File: src/rtl/truth_table_sweeper.sv
// truth_table_sweeper: drives every input vector of a small combinational block, captures its outputs and counts ones
module truth_table_sweeper #(
    parameter int N_IN        = 6,
    parameter int N_OUT       = 2,
    parameter int HOLD_CYCLES = 1
) (
    input  logic                      clk,
    input  logic                      rst_n,
    input  logic                      start,
    input  logic                      abort,
    input  logic [N_OUT-1:0]          dut_out,
    output logic [N_IN-1:0]           vec_out,
    output logic                      busy,
    output logic                      done,
    output logic                      res_we,
    output logic [N_IN-1:0]           res_addr,
    output logic [N_OUT-1:0]          res_data,
    output logic [N_OUT*(N_IN+1)-1:0] ones_cnt
);
    typedef enum logic [1:0] {IDLE, DRIVE, DONE} state_t;
    localparam int HW = HOLD_CYCLES > 1 ? $clog2(HOLD_CYCLES) : 1;
    localparam int CW = N_IN + 1;
    state_t        state, state_nx;
    logic [HW-1:0] hold_cnt;
    logic          sample;
    logic          last;
    // sampling edge ends a hold window unless abort cancels it; next-state selection
    always_comb begin
        sample   = state == DRIVE && hold_cnt == HW'(HOLD_CYCLES - 1) && !abort;
        last     = vec_out == '1;
        state_nx = IDLE;
        if (state == IDLE)
            state_nx = start ? DRIVE : IDLE;
        else if (state == DRIVE)
            state_nx = abort ? IDLE : (sample && last) ? DONE : DRIVE;
    end
    // state, vector/hold counters, result capture and per-output ones counters
    always_ff @(posedge clk or negedge rst_n) begin
        if (!rst_n) begin
            state    <= IDLE;
            vec_out  <= '0;
            hold_cnt <= '0;
            busy     <= 1'b0;
            done     <= 1'b0;
            res_we   <= 1'b0;
            res_addr <= '0;
            res_data <= '0;
            ones_cnt <= '0;
        end else begin
            state  <= state_nx;
            busy   <= state_nx == DRIVE;
            done   <= state_nx == DONE;
            res_we <= sample;
            if (state == IDLE && start) begin
                ones_cnt <= '0;
                hold_cnt <= '0;
                vec_out  <= '0;
            end else if (state == DRIVE) begin
                if (abort) begin
                    vec_out  <= '0;
                    hold_cnt <= '0;
                end else if (sample) begin
                    hold_cnt <= '0;
                    res_data <= dut_out;
                    res_addr <= vec_out;
                    vec_out  <= last ? '0 : vec_out + N_IN'(1);
                    for (int j = 0; j < N_OUT; j++)
                        ones_cnt[j*CW +: CW] <= ones_cnt[j*CW +: CW] + CW'(dut_out[j]);
                end else begin
                    hold_cnt <= hold_cnt + HW'(1);
                end
            end
        end
    end
endmodule

File: config.mk
export PLATFORM = sky130hd
export DESIGN_NAME = truth_table_sweeper
export DESIGN_NICKNAME = d
export VERILOG_FILES = /design/src/rtl/truth_table_sweeper.sv
export SDC_FILE = /design/constraint.sdc
export NUM_CORES = 1
export LEC_CHECK = 0
export BUFFER_PORTS_ARGS = -buffer_cell sky130_fd_sc_hd__buf_2
export CAP_MARGIN = 5
export CORE_ASPECT_RATIO = 1.1
export CORE_UTILIZATION = 52
export CTS_CLUSTER_SIZE = 8
export DETAILED_ROUTE_END_ITERATION = 10
export PLACE_DENSITY = 0.86
export SETUP_SLACK_MARGIN = 0.4
export SYNTH_ARGS = -nofsm -noshare
export SYNTH_HDL_FRONTEND = slang
export SYNTH_SLANG_ARGS = --single-unit
File: constraint.sdc
create_clock -name clk -period 1.7 [get_ports clk]
set_input_delay 0.255 -clock clk [delete_from_list [all_inputs] [get_ports clk]]
set_output_delay 0.255 -clock clk [all_outputs]
set_load 0.05 [all_outputs]
## Yosys cells after proc, flatten, opt, wreduce, memory -nomap -nowiden

Index checks and enable logic that the tools add are counted.

| storage, ports and cells | value |
|---|---|
| register bits | 34 |
| bits in latches | 0 |
| memory bits (writable) | 0 |
| bits in read-only memories | 0 |
| input bits | 6 |
| logic and storage cells | 51 |
| memories | 0 |

| cells by class | value |
|---|---|
| $add $sub $neg | 4 |
| multipliers | 0 |
| divide/modulo/power cells | 0 |
| magnitude comparators | 0 |
| equality and inequality tests | 5 |
| shift operators | 0 |
| muxes and demuxes | 18 |
| bitwise operators | 3 |
| reduce and logical (&&, ||, !) cells | 12 |

Operator list:

| cell | number |
|---|---|
| $mux W14 | 4 |
| $mux W6 | 5 |
| $add A7 B1 Y7 | 2 |
| $mux W2 | 4 |
| $add A6 B1 Y6 const B | 1 |
| $eq A6 B6 Y1 const B | 1 |
| $mux W1 | 5 |
| $eq A2 B1 Y1 const B | 2 |
| $logic_and A1 B1 Y1 | 4 |
| $reduce_and A4 Y1 | 1 |
| $reduce_bool A2 Y1 | 2 |
| $not A1 Y1 | 3 |
| $reduce_and A3 Y1 | 1 |
| $reduce_bool A3 Y1 | 1 |
| $eq A2 B2 Y1 const B | 1 |
| $logic_not A2 Y1 | 1 |
| $ne A2 B1 Y1 const B | 1 |
| $reduce_and A2 Y1 | 1 |
| $add A1 B1 Y1 const B | 1 |
| $logic_not A1 Y1 | 1 |

## Logic depth before layout (Yosys ltp)

| depth | value |
|---|---|
| depth after elaboration | 9 |
| depth in mapped cells | 6 |

## Worst setup path after synthesis

OpenSTA, ideal clock, no wires.

| timing | value |
|---|---|
| path type | register -> register |
| start | register vec_out[0] |
| end | register vec_out[5] |
| library setup time | 0.111 ns |
| data arrival time | 1.724 ns |
| path slack | -0.135 ns |
| stages on the path, launching flop included | 6 |
| buffers on the path | 0 |
| period minus slack after synthesis | 1.835 ns |
| path through | dfrtp_1 -> ha_1 -> and3_1 -> a311oi_2 -> nand2b_1 -> o41ai_1 |

| on the way | value |
|---|---|
| word-level cells in the longest chain between the ends | 6 |
| elaborated cells on any way between the ends | 7 |
| classes of those cells | 1 x add/sub; 1 x eq/ne; 5 x mux |

Ends and longest elaborated chain:

| element | RTL line | text |
|---|---|---|
| start: declaration | 12 | `output logic [N_IN-1:0] vec_out,` |
| start signal: assignment | 66 | `vec_out <= last ? '0 : vec_out + N_IN'(1);` |
| $add A6 B1 Y6 or $eq A6 B6 Y1 (tied branches) | 66, 30 |  |
| $mux W6 (*) | 66 |  |
| $mux W6 (*) | 62 | `end else if (sample) begin` |
| $mux W6 (*) | 59 | `if (abort) begin` |
| $mux W6 (*) | 58 | `end else if (state == DRIVE) begin` |
| $mux W6 (*) | 54 | `if (state == IDLE && start) begin` |

Mark *: on every way between the ends. The rest lies on a longest branch, timed or not. The select of a mux whose other input is x is not followed.
A chain may end at the register's enable or synchronous reset.

## Worst setup path in the final report

| timing | value |
|---|---|
| start | register state[1] |
| end | register state[1] |

| on the way | value |
|---|---|
| word-level cells in the longest chain between the ends | 8 |
| elaborated cells on any way between the ends | 9 |
| classes of those cells | 1 x eq/ne; 4 x mux; 4 x reduce/logical |

Ends and longest elaborated chain:

| element | RTL line | text |
|---|---|---|
| start: declaration | 23 | `state_t state, state_nx;` |
| start signal: assignment | 50 | `state <= state_nx;` |
| $eq A2 B1 Y1 | 29, 34 |  |
| $logic_and A1 B1 Y1 (2 in a row) | 29 | `sample = state == DRIVE && hold_cnt == HW'(HOLD_CYCLES - 1) && !abort;` |
| $logic_and A1 B1 Y1 | 35 | `state_nx = abort ? IDLE : (sample && last) ? DONE : DRIVE;` |
| $mux W2 (2 in a row) | 35 |  |
| $mux W2 | 34 | `else if (state == DRIVE)` |
| $mux W2 (*) | 32 | `if (state == IDLE)` |
| via state_nx[1] | 23 |  |

Mark *: on every way through the listed nets, which the timed path passes. The rest lies on a longest branch.

==> load_flow_metrics.sql <==
INSERT INTO impl_metrics (metric_group, metric, value, unit) VALUES
('outcome', 'run_status', 'complete, no violations', ''),
('clock_network', 'clock_latency_on_the_worst_skew_pair', '0.34', 'ns'),
('timing', 'max-slew-margin-rel', '0.7194', ''),
('critical_path', 'path_class', 'flip-flop to flip-flop', ''),
('critical_path', 'endpoint_kind', 'flip-flop', ''),
('drt', 'dr_total_vias', '1404', ''),
('job', 'max-cap-violations', '0', ''),
('clock_network', 'htree_levels', '2', ''),
('layout', 'final_layout_size_suffix_gt1_frac', '0.6197', ''),
('critical_path', 'critical_path.reg2reg.endpoint', 'state[1]', ''),
('power_and_ir_drop', 'proportion_of_power_drawn_by_combinational_gates', '0.337', ''),
('yosys', 'synthesis.nets', '146', ''),
('timing', 'worst-slew-pin-transition', '0.4209', 'ns'),
('power_and_ir_drop', 'total_switching_power', '0.8014', 'mW'),
('floorplanning', 'design.die.area', '3146', 'µm²'),
('yosys', 'yosys_register_bits', '34', ''),
('min_path', 'hold_path_startpoint', 'dut_out[0]', ''),
('yosys', 'yosys_warnings', '0', ''),
('clock_network', 'tritoncts', 'built', ''),
('clock_network', 'cts_max_path_buffers', '2', ''),
('power_and_ir_drop', 'p_leak', '1.185', 'nW'),
('grt', 'grt-ovfl-total', '0', ''),
('min_path', 'holdCritPathClass', 'primary input to flip-flop', ''),
('timing', 'final-max-slew-violation-count', '0', ''),
('grt', 'maximum_number_of_pins_on_one_net_before_global_route_repair', '35', ''),
('yosys', 'mappedNetlistArea', '1521', 'µm²'),
('placement', 'buffer_ports.inserted', '36', ''),
('clock_network', 'cts-buffers-inserted', '5', ''),
('min_path', 'whs_path_cells', '2', ''),
('timing', 'setup_tns', '0', 'ns'),
('power_and_ir_drop', 'internal_power', '1.467', 'mW'),
('placement', 'gp_congestion', '0.8756', ''),
('critical_path', 'worst_setup_sp_type', 'flip-flop', ''),
('grt', 'first_global_vias', '1287', ''),
('floorplanning', 'die_width', '53.58', 'µm'),
('min_path', 'hold_end', 'res_data[0]', ''),
('clock_network', 'clk_pin_slew', '0.11', 'ns'),
('floorplanning', 'fp.coreArea', '2778', 'µm²'),
('power_and_ir_drop', 'power.share.sequential', '0.417', ''),
('power_and_ir_drop', 'power_density', '945.8', 'nW/µm²'),
('yosys', 'synth_cell_type_count', '29', ''),
('floorplanning', 'num_rows', '20', ''),
('grt', 'grt_pass1_wl', '6196', 'µm'),
('critical_path', 'required', '1.93', 'ns'),
('layout', 'most-common-layout-cells', 'buf_4 (40), dfrtp_1 (20), buf_2 (17)', ''),
('drt', 'drcViolationCount', '0', ''),
('power_and_ir_drop', 'irDropWorstVdd', '872.2', 'µV'),
('yosys', 'syn-mean-instance-area', '11.27', 'µm²'),
('floorplanning', 'start_util', '0.5477', ''),
('layout', 'insertedDiodeCount', '0', ''),
('critical_path', 'reg2reg_slack', '0.13', 'ns'),
('drt', 'drt-pass1-iter-count', '4', ''),
('yosys', 'ys_seq_area_frac', '0.5592', ''),
('grt', 'groute.usage.overall', '0.2820', ''),
('clock_network', 'clkSinkCount', '34', ''),
('drt', 'route.detailed.vias_per_inst', '5.707', ''),
('drt', 'routedWlPerCell', '18.37', 'µm'),
('layout', 'mostFrequentLayoutCell', 'buf_4', ''),
('timing', 'final_hold_viols', '0', ''),
('grt', 'antenna_found_initial', '0', ''),
('drt', 'drtIter0Drc', '52', ''),
('critical_path', 'worstPathMaxFanout', '8', ''),
('timing', 'fmax', '0.6362', 'GHz'),
('critical_path', 'cp_data_arrival_time', '1.80', 'ns'),
('yosys', 'syn-instance-count', '135', ''),
('placement', 'dpl.hpwl', '2115', 'µm'),
('critical_path', 'worstRegToRegCells', '4', ''),
('clock_network', 'cts-root-buf', 'clkbuf_4', ''),
('power_and_ir_drop', 'power_switching_share', '0.3533', ''),
('power_and_ir_drop', 'clock_power_share', '0.246', ''),
('timing', 'post-route-period-util', '0.9246', ''),
('power_and_ir_drop', 'totalPowerFinal', '2.268', 'mW'),
('timing', 'clock_skew', '0.007685', 'ns'),
('drt', 'postRouteAntennaNets', '0', ''),
('floorplanning', 'top_level_ports', '37', ''),
('timing', 'setup_violations', '0', ''),
('layout', 'areaGrowthSynthToFinish', '57.65', '%'),
('floorplanning', 'die_y', '58.73', 'µm'),
('critical_path', 'rr_startpoint', 'state[1]', ''),
('timing', 'fin_crit', '1.572', 'ns'),
('drt', 'routed_wirelength', '4518', 'µm'),
('layout', 'design.final.nets', '223', ''),
('timing', 'setup_repair_after_global_routing_missed_its_margin', 'true', '');
-- logic make-up after synthesis --
group,count (synthesis),synth area share
AO/OA/AOI/OAI,24,0.1036
XOR/XNOR,6,0.03454
adder cells (fa/ha/maj),5,0.04112
buffers and inverters,8,0.02960
flip-flops,34,0.5592
multiplexers,8,0.05921
AND/OR/NAND/NOR,50,0.1727
-- metal layers --
metal | GRT usage | routed length (µm) | part of all wire | vias to the layer above
met2 | 0.4393 | 2221 | 0.49 | 42
met3 | 0.08269 | 186 | 0.041 | 9
met1 | 0.3621 | 2013 | 0.45 | 709
met4 | 0.1203 | 96 | 0.021 | 0
li1 | - | - | - | 644
met5 | 0 | 0 | 0 | -
-- worst max path at each step --
stage	cells past startpoint	end	start	slack, ns
6_report	4	state[1]	state[1]	0.13
5_1_grt	6	ones_cnt[4]	state[1]	0.11
4_1_cts	5	vec_out[5]	vec_out[1]	0.23
3_5_place_dp	5	vec_out[5]	vec_out[1]	0.13
3_3_place_gp	5	vec_out[5]	vec_out[0]	0.20
2_1_floorplan	5	vec_out[5]	vec_out[1]	0.1
-- Yosys cell counts, drive strengths merged --
master,number,area share
a21oi,1,0.0033
a22o,1,0.0058
a22oi,1,0.0049
a311oi,1,0.0099
a31o,1,0.0058
and2,1,0.0041
and3,3,0.012
buf,5,0.022
dfrtp,34,0.56
ha,5,0.041
inv,3,0.0074
mux2,8,0.059
nand2,15,0.037
nand2b,2,0.0082
nand3,7,0.023
nand4,8,0.033
nor2,8,0.020
nor3,2,0.0066
nor3b,1,0.0049
nor4,2,0.0082
nor4b,1,0.016
o21a,1,0.0049
o21ai,13,0.043
o21bai,1,0.0049
o22ai,1,0.0041
o41ai,3,0.017
xor2,6,0.035
-- per-stage QoR --
stage | instance area, µm² | worst slack (ns) | util | cells | hold WS, ns
2_1_floorplan | 1607 | 0.09652 | - | 135 | -0.04059
3_3_place_gp | 1817 | 0.1965 | 0.6541 | 204 | 0.3006
3_5_place_dp | 1817 | 0.1263 | 0.6541 | 204 | 0.3105
4_1_cts | 2128 | 0.2281 | 0.7662 | 229 | 0.1838
5_1_grt | 2399 | 0.1071 | 0.8635 | 246 | 0.1872
6_report | 2399 | 0.1281 | 0.8635 | 246 | 0.1944
-- worst max-delay path, stage by stage, from the launching register on --
cell and delay, ns:
dfrtp_2 0.47, o21bai_1 0.19, a31o_2 0.30, buf_4 0.16, nor4_2 0.33
-- sequential cells by signal (all words and copies together) (netlist names) --
name,flops
state,2
busy,1
done,1
res_we,1
vec_out,6
res_addr,6
res_data,2
hold_cnt,1
ones_cnt,14
-- power groups by stage --
stage	registers (mW)	logic [mW]	clock network [mW]
floorplan	1.18	0.173	0
global placement	0.954	0.510	0
detailed placement	0.960	0.524	0
CTS	0.939	0.626	0.570
global route	0.955	0.806	0.600
finish	0.947	0.763	0.558
-- cell type report --
| class | instances | area, µm² |
|---|---|---|
| Tap cell | 33 | 41.29 |
| Timing Repair Buffer | 75 | 579.3 |
| Sequential cell | 34 | 868.3 |
| Fill cell | 129 | 379.1 |
| Multi-Input combinational cell | 93 | 819.5 |
| Clock buffer | 8 | 78.83 |
| Inverter | 3 | 11.26 |
-- what timing repair did --
item | 4_1_cts | 5_1_grt
gates cloned | 2 | 0
setup endpoints to repair | 39 | 52
hold buffers | 1 | 0
resized for setup | 28 | 57
buffers inserted | 14 | 17
endpoints found under the hold margin | 34 | 0
pin swaps | 12 | 10
Power figures use the tool's default switching activity.
